## src/rtl/mem_port_arbiter.sv

```systemverilog
// Shares one memory bus between instruction fetch and load/store.
// Grants one requester at a time, latches its request, and returns data with a one-cycle ready pulse.
module mem_port_arbiter #(
  parameter int unsigned ADDR_W  = 32,
  parameter int unsigned DATA_W  = 32,
  parameter int unsigned TIMEOUT = 16
) (
  input  logic              clk,
  input  logic              reset,
  input  logic              if_req,
  input  logic [ADDR_W-1:0] if_addr,
  output logic [DATA_W-1:0] if_rdata,
  output logic              if_ready,
  input  logic              mem_req,
  input  logic              mem_we,
  input  logic [ADDR_W-1:0] mem_addr,
  input  logic [DATA_W-1:0] mem_wdata,
  input  logic [3:0]        mem_be,
  output logic [DATA_W-1:0] mem_rdata,
  output logic              mem_ready,
  output logic              bus_err,
  output logic              bus_req,
  output logic              bus_we,
  output logic [ADDR_W-1:0] bus_addr,
  output logic [DATA_W-1:0] bus_wdata,
  output logic [3:0]        bus_be,
  input  logic              bus_ack,
  input  logic [DATA_W-1:0] bus_rdata,
  output logic              stall_f,
  output logic              stall_m
);

  localparam int unsigned TCNT_W = 8;

  typedef enum logic [1:0] {
    IDLE   = 2'd0,
    BUSY_I = 2'd1,
    BUSY_D = 2'd2
  } state_t;

  state_t            state;
  logic              rr;
  logic [TCNT_W-1:0] tcnt;
  logic              i_elig;
  logic              d_elig;
  logic              grant_d;
  logic              tmo;

  // A side whose ready is high this cycle has just completed and must not be granted again
  assign i_elig  = if_req & ~if_ready;
  assign d_elig  = mem_req & ~mem_ready;
  assign grant_d = d_elig & (~i_elig | ~rr);
  assign tmo     = (tcnt == TCNT_W'(TIMEOUT - 1));

  assign stall_f = if_req & ~if_ready;
  assign stall_m = mem_req & ~mem_ready;

  always_ff @(posedge clk or posedge reset) begin
    if (reset) begin
      state     <= IDLE;
      rr        <= 1'b0;
      tcnt      <= '0;
      bus_req   <= 1'b0;
      bus_we    <= 1'b0;
      bus_addr  <= '0;
      bus_wdata <= '0;
      bus_be    <= 4'h0;
      if_ready  <= 1'b0;
      if_rdata  <= '0;
      mem_ready <= 1'b0;
      mem_rdata <= '0;
      bus_err   <= 1'b0;
    end else begin
      if_ready  <= 1'b0;
      if_rdata  <= '0;
      mem_ready <= 1'b0;
      mem_rdata <= '0;
      bus_err   <= 1'b0;
      case (state)
        IDLE: begin
          if (grant_d) begin
            state     <= BUSY_D;
            bus_req   <= 1'b1;
            bus_we    <= mem_we;
            bus_addr  <= mem_addr;
            bus_wdata <= mem_wdata;
            bus_be    <= mem_be;
            tcnt      <= '0;
            if (i_elig) rr <= 1'b1;
          end else if (i_elig) begin
            state     <= BUSY_I;
            bus_req   <= 1'b1;
            bus_we    <= 1'b0;
            bus_addr  <= if_addr;
            bus_wdata <= '0;
            bus_be    <= 4'hF;
            tcnt      <= '0;
            if (d_elig) rr <= 1'b0;
          end
        end
        BUSY_I, BUSY_D: begin
          // An ack on the final allowed cycle still counts as a normal completion
          if (bus_ack || tmo) begin
            state   <= IDLE;
            bus_req <= 1'b0;
            bus_err <= ~bus_ack;
            if (state == BUSY_I) begin
              if_ready <= 1'b1;
              if_rdata <= bus_ack ? bus_rdata : '0;
            end else begin
              mem_ready <= 1'b1;
              mem_rdata <= (bus_ack && !bus_we) ? bus_rdata : '0;
            end
          end else begin
            tcnt <= tcnt + TCNT_W'(1);
          end
        end
        default: begin
          state   <= IDLE;
          bus_req <= 1'b0;
        end
      endcase
    end
  end

endmodule

```

## config.mk

```make
export PLATFORM = sky130hd
export DESIGN_NAME = mem_port_arbiter
export DESIGN_NICKNAME = d
export VERILOG_FILES = /design/src/rtl/mem_port_arbiter.sv
export SDC_FILE = /design/constraint.sdc
export NUM_CORES = 1
export LEC_CHECK = 0
export CELL_PAD_IN_SITES_DETAIL_PLACEMENT = 1
export CELL_PAD_IN_SITES_GLOBAL_PLACEMENT = 2
export CORE_ASPECT_RATIO = 0.7
export CORE_MARGIN = 2
export CORE_UTILIZATION = 22
export DETAILED_ROUTE_END_ITERATION = 7
export PLACE_DENSITY = 0.87
export SLEW_MARGIN = 20
export SYNTH_ARGS = -nofsm -noshare
export SYNTH_HDL_FRONTEND = slang
export SYNTH_SLANG_ARGS = --single-unit
```

## constraint.sdc

```tcl
create_clock -name clk -period 4.2 [get_ports clk]
set_clock_uncertainty 0.05 [all_clocks]
set_input_delay 0.42 -clock clk [delete_from_list [all_inputs] [get_ports clk]]
set_output_delay 0.42 -clock clk [all_outputs]
set_load 0.01 [all_outputs]
```

==> impl_metrics.tcl, run 1 <==
set metrics [dict create \
    status "complete, no violations" \
    synth.area.top_cells "dfrtp_1 (65%), and2_1 (7.1%), mux2i_1 (6.0%)" \
    r2r-end "bus_addr[27]" \
    r2r_slack_ps 1900 \
    p_leak_uw 0.004139 \
    drive_gt1_share_pct 7.327 \
    grt_usage_pct 13.99 \
    die_w_um 195.9 \
    synth_fp_nets 589 \
    fp-row-count 49 \
    nets 865 \
    synth_top_area_share_pct 65.30 \
    overflow 0 \
    wl_mm 18.41 \
    yosys_register_bits 148 \
    rsz0062_at_grt "no" \
    postCtsResizedCells 0 \
    maxCapViolCount 0 \
    core_um2 25500 \
    viasPerCell 4.167 \
    cp_data_required_time_ps 4430 \
    dieArea_um2 27100 \
    syn_avg_cell_area_um2 12.66 \
    cts_buffers 17 \
    synth-main-ff-cell "dfrtp_1" \
    yosysTopAreaCell "dfrtp_1" \
    clockBufferDepth 2 \
    period_share_pct 56.28 \
    critPathArrivalTime_ps 2590 \
    setup_viol 0 \
    syn_inst 448 \
    vdd_drop_max_v 0.0002813 \
    reg2reg_from "if_ready" \
    port_buffers 276 \
    htreeDepth 4 \
    crit_path_end_kind "flip-flop" \
    critPathKind "input pin to flip-flop" \
    antenna_found_initial 0 \
    yosysSeqAreaShare_pct 65.30 \
    postCtsSetupBuffers 0 \
    drc 0 \
    worstMarginPinSlew_ps 857.4 \
    drt-pass1-iter-count 4 \
    die_h_um 138.3 \
    grt_pass1_vias 4966 \
    cts_sinks 148 \
    worstPathMaxFanout 28 \
    clk_latency_ps 430 \
    wl_per_cell_um 17.22 \
    initial_core_util_pct 22.24 \
    pwr_density_cell_nw_per_um2 651.3 \
    multi_input_area_um2 1804 \
    grt_first_pass_wirelength_mm 28.96 \
    fill_cells 2792 \
    seq_area_um2 3704 \
    fin_hold_ws_ps 314.1 \
    syn2layout_area_growth_pct 65.28 \
    crit_path_start_kind "input pin" \
    slew-limit-headroom_pct 42.84 \
    hold_violations 0 \
    vias 4455 \
    dp_hpwl_mm 13.24 \
    rr_worst_depth 5 \
    ant_nets 0 \
    async_reset_ff_share_pct 100.0 \
    max_freq_mhz 423.0 \
    hold_class "input pin to async pin" \
    tritoncts "done" \
    hold_buffers 0 \
    routabilityCongestion 0.7478 \
    yosys_warnings 0 \
    grt_max_degree 80 \
    setup_tns_ps 0 \
    drv_slew 0 \
    synth-edff-count 0 \
    syn_area_um2 5672 \
    drtIter0Drc 191 \
    min_period_ps 2364 \
    clockRootBuffer "clkbuf_16" \
    ios 277 \
    clk_pin_slew_ps 80 \
    synth_cell_type_count 38 \
]
[metrics by stage]
step	instance area [um^2]	cells	power, uW	setup slack (ps)	util [%]
5_1_grt	9371	1068	6508	1682	36.74
4_1_cts	9370	1068	6226	1767	36.74
3_5_place_dp	8793	1036	4656	1353	34.48
3_3_place_gp	8793	1036	4595	1443	34.48
6_report	9374	1069	6105	1836	36.75
2_1_floorplan	5675	448	3327	1869	-
[sequential cells by signal, indices dropped and copies added, names as in the netlist, 2 cells and up]
register,cells
bus_addr,32
bus_be,4
bus_wdata,32
if_rdata,32
mem_rdata,32
state,2
tcnt,8
[critical path: stages]
cell	delay, ps
clkdlybuf4s50_1	450
nor2b_2	300
a21o_2	750
buf_4	340
mux2i_1	210
o21ai_0	90
[how the worst max path moves through the flow]
stage          startpoint      endpoint  slack, ps
6_report           if_req  bus_addr[27]       1840
3_3_place_gp       if_req  bus_addr[21]       1440
3_5_place_dp       if_req  bus_addr[26]       1350
5_1_grt            if_req  bus_addr[24]       1680
2_1_floorplan       reset   bus_addr[0]       1870
4_1_cts          state[0]   if_rdata[1]       1770
[report_power, final]
part,leakage [uW],switching [uW],total [uW],internal [uW]
logic,0.00190,1190,2460,1270
registers,0.00195,248,2130,1890
clock network,0.000283,654,1510,859
[layout make-up]
| type | count | share of cell area [%] |
|---|---|---|
| Inverter | 11 | 0.4805 |
| Multi-Input combinational cell | 263 | 19.25 |
| Tap cell | 331 | 4.418 |
| Timing Repair Buffer | 283 | 30.17 |
| Clock inverter | 12 | 1.281 |
| Sequential cell | 148 | 39.51 |
| Clock buffer | 20 | 4.872 |
| Antenna cell | 1 | 0.02670 |
[synth_stat cells, types with 2 or more instances]
cell type / instances
dfrtp_1: 148
and2_1: 64
nand2_1: 38
o21ai_0: 35
a22o_1: 34
mux2i_1: 34
buf_2: 11
inv_1: 11
clkbuf_1: 9
nand3_1: 7
buf_4: 5
o22a_1: 5
nand4_1: 4
nor2_1: 4
o211ai_1: 4
ha_1: 3
nand2b_1: 3
nor3_1: 3
a21o_1: 2
nand3b_1: 2
nor2_2: 2
nor2b_1: 2
o21ai_2: 2
o221ai_2: 2
[kinds of logic after synthesis]
kind of cell | share of synthesized area, %
compound gates | 11.47
xor+xnor | 0.1545
fa+ha+maj | 0.6619
buf+inv | 3.155
flops | 65.30
mux | 6.001
simple gates | 13.26
[metal layers]
layer	wire, um	share of wire (%)	GRT usage [%]	vias up
met5	0	0	0	-
met2	8062	44	20.81	176
met4	231	1.3	4.067	0
li1	-	-	-	2092
met3	2065	11	7.856	15
met1	8045	44	17.32	2172
[layout by cell type (no fill, tap or decap), drive strengths merged, types with 2 or more instances in the layout]
cell,count
o22a,5
inv,14
nor3,4
nor2b,3
clkbuf,20
a21o,2
and2,64
nand3,7
ha,3
nand4,4
dfrtp,148
mux2i,34
clkinv,6
buf,7
o21ai,37
clkinvlp,2
clkdlybuf4s50,276
nor2,7
nand3b,2
o221ai,2
nand2b,3
nand2,38
o211ai,4
a22o,34
Note: power is estimated with default switching activity, not from simulation.
==> run 2, diff against run 1 <==
--- a/config.mk
+++ b/config.mk
@@ -9,9 +9,9 @@
 export CELL_PAD_IN_SITES_GLOBAL_PLACEMENT = 2
 export CORE_ASPECT_RATIO = 0.7
 export CORE_MARGIN = 2
-export CORE_UTILIZATION = 22
+export CORE_UTILIZATION = 25
 export DETAILED_ROUTE_END_ITERATION = 7
-export PLACE_DENSITY = 0.87
+export PLACE_DENSITY = 0.92
 export SLEW_MARGIN = 20
 export SYNTH_ARGS = -nofsm -noshare
 export SYNTH_HDL_FRONTEND = slang
==> constraint.sdc (replaced) <==
create_clock -name clk -period 2.45 [get_ports clk]
set_clock_uncertainty 0.05 [all_clocks]
set_input_delay 0.245 -clock clk [delete_from_list [all_inputs] [get_ports clk]]
set_output_delay 0.245 -clock clk [all_outputs]
set_load 0.01 [all_outputs]
==> impl_metrics.tcl, run 2 (synthesis gave the netlist of run 1 again) <==
set metrics [dict create \
    p_sw_uw 3576 \
    clk_pin_slew_ps 70 \
    clockBufferDepth 2 \
    total_power_uw 10490 \
    fp-row-count 46 \
    reg2reg_from "state[0]" \
    wl_mm 18.37 \
    n_antenna_cell 0 \
    worstPathMaxFanout 4 \
    port_buffers 276 \
    antenna_found_initial 0 \
    postCtsSetupBuffers 0 \
    drc 0 \
    drtIter0Drc 120 \
    critPathArrivalTime_ps 1730 \
    p_comb_share_pct 41.1 \
    slew-limit-headroom_pct 37.04 \
    cts_buffers 17 \
    dieArea_um2 23930 \
    seqPwrFrac_pct 35.0 \
    vias 4528 \
    clockRootBuffer "clkbuf_16" \
    r2r-end "bus_wdata[1]" \
    dp_cells 996 \
    final_common_cell "clkdlybuf4s50_1" \
    netSwitchingFraction_pct 34.08 \
    ios 277 \
    ant_nets 0 \
    die_h_um 130.0 \
    crit_path_start_kind "flip-flop" \
    layout_common_cells "clkdlybuf4s50_1 (276), dfrtp_1 (148), and2_1 (64)" \
    routabilityCongestion 0.7069 \
    nets 868 \
    setup_viol 0 \
    drv_slew 0 \
    pwr_density_cell_nw_per_um2 1120 \
    core_um2 22450 \
    p_clk_share_pct 24.0 \
    cts_sinks 148 \
    max_freq_mhz 493.7 \
    drt-pass1-iter-count 4 \
    die_w_um 184.0 \
    overflow 0 \
    p_leak_uw 0.004158 \
    initial_core_util_pct 25.27 \
    grt_first_pass_wirelength_mm 27.89 \
    rsz0062_at_grt "no" \
    hold_violations 0 \
    grt_usage_pct 15.47 \
    grt_pass1_vias 4983 \
    tritoncts "done" \
    drive_gt1_share_pct 7.578 \
    grt_max_degree 78 \
    syn2layout_area_growth_pct 65.14 \
    maxCapViolCount 0 \
    period_share_pct 82.67 \
    crit_path_end_kind "primary output" \
    hold_buffers 0 \
    cp_data_required_time_ps 2150 \
    vdd_drop_max_v 0.0004841 \
    postCtsResizedCells 0 \
    wl_per_cell_um 17.89 \
    setup_tns_ps 0 \
    min_period_ps 2025 \
    htreeDepth 4 \
    p_int_uw 6917 \
    critPathKind "flip-flop to primary output" \
    status "complete, no violations" \
    dp_hpwl_mm 13.31 \
    r2r_slack_ps 450 \
    clk_latency_ps 430 \
    fin_cells 1027 \
    worstMarginPinSlew_ps 942.2 \
    viasPerCell 4.409 \
    rr_worst_depth 5 \
    hold_class "input pin to async pin" \
]
[run 2: changes by cell type in the layout (fill, tap and decap cells not counted), sizes merged]
cell / change
buf: +3
clkbuf: -2
clkinv: -2
clkinvlp: +2
diode: -1
inv: +1
[run 2: per-stage QoR]
step / area, um^2 / setup slack (ps) / hold WS [ps] / util, %
floorplan: 5675 / 294.0 / 321.0 / -
global placement: 8805 / 251.6 / 412.0 / 39.23
detailed placement: 8805 / 178.9 / 415.6 / 39.23
CTS: 9366 / 388.9 / 275.0 / 41.73
global route: 9366 / 279.5 / 296.8 / 41.73
finish: 9366 / 424.6 / 266.6 / 41.73
[run 2: cell type report]
class                      instances  area, um^2
inverter                          11       45.04
clock inverter                    13       122.6
fill                            2410       13080
clock buffer                      18       439.2
tap                              288       360.3
multi-input combinational        263        1808
sequential                       148        3704
timing repair buffer             286        2888
[run 2: routing by layer]
metal	track usage (%)	up-vias	share of wire, %
met1	17.63	2239	40
met5	0	-	0
met3	9.936	16	14
li1	-	2090	-
met4	4.565	0	1.0
met2	24.04	183	45
[run 2: worst max-delay path, cell delays in order, from the launching register on]
cell and delay (ps):
dfrtp_1 380, nand2b_1 170, inv_1 160, clkdlybuf4s50_1 600
[run 2: power by group through the flow]
stage	sequential, uW	combinational (uW)	clock, uW
final	3670	4310	2510
after global routing	3770	4700	2700
after CTS	3690	4390	2600
after detailed placement	3710	4370	0
after global placement	3670	4270	0
after floorplan	3990	1710	0
[run 2: worst max-delay path by stage]
stage	start	cells after the start	to	slack [ps]
floorplan	reset	1	bus_addr[0]	290
global placement	if_req	5	bus_wdata[3]	250
detailed placement	if_req	5	bus_wdata[12]	180
CTS	mem_ready	3	stall_m	390
global route	state[0]	6	mem_rdata[2]	280
finish	mem_ready	3	stall_m	420
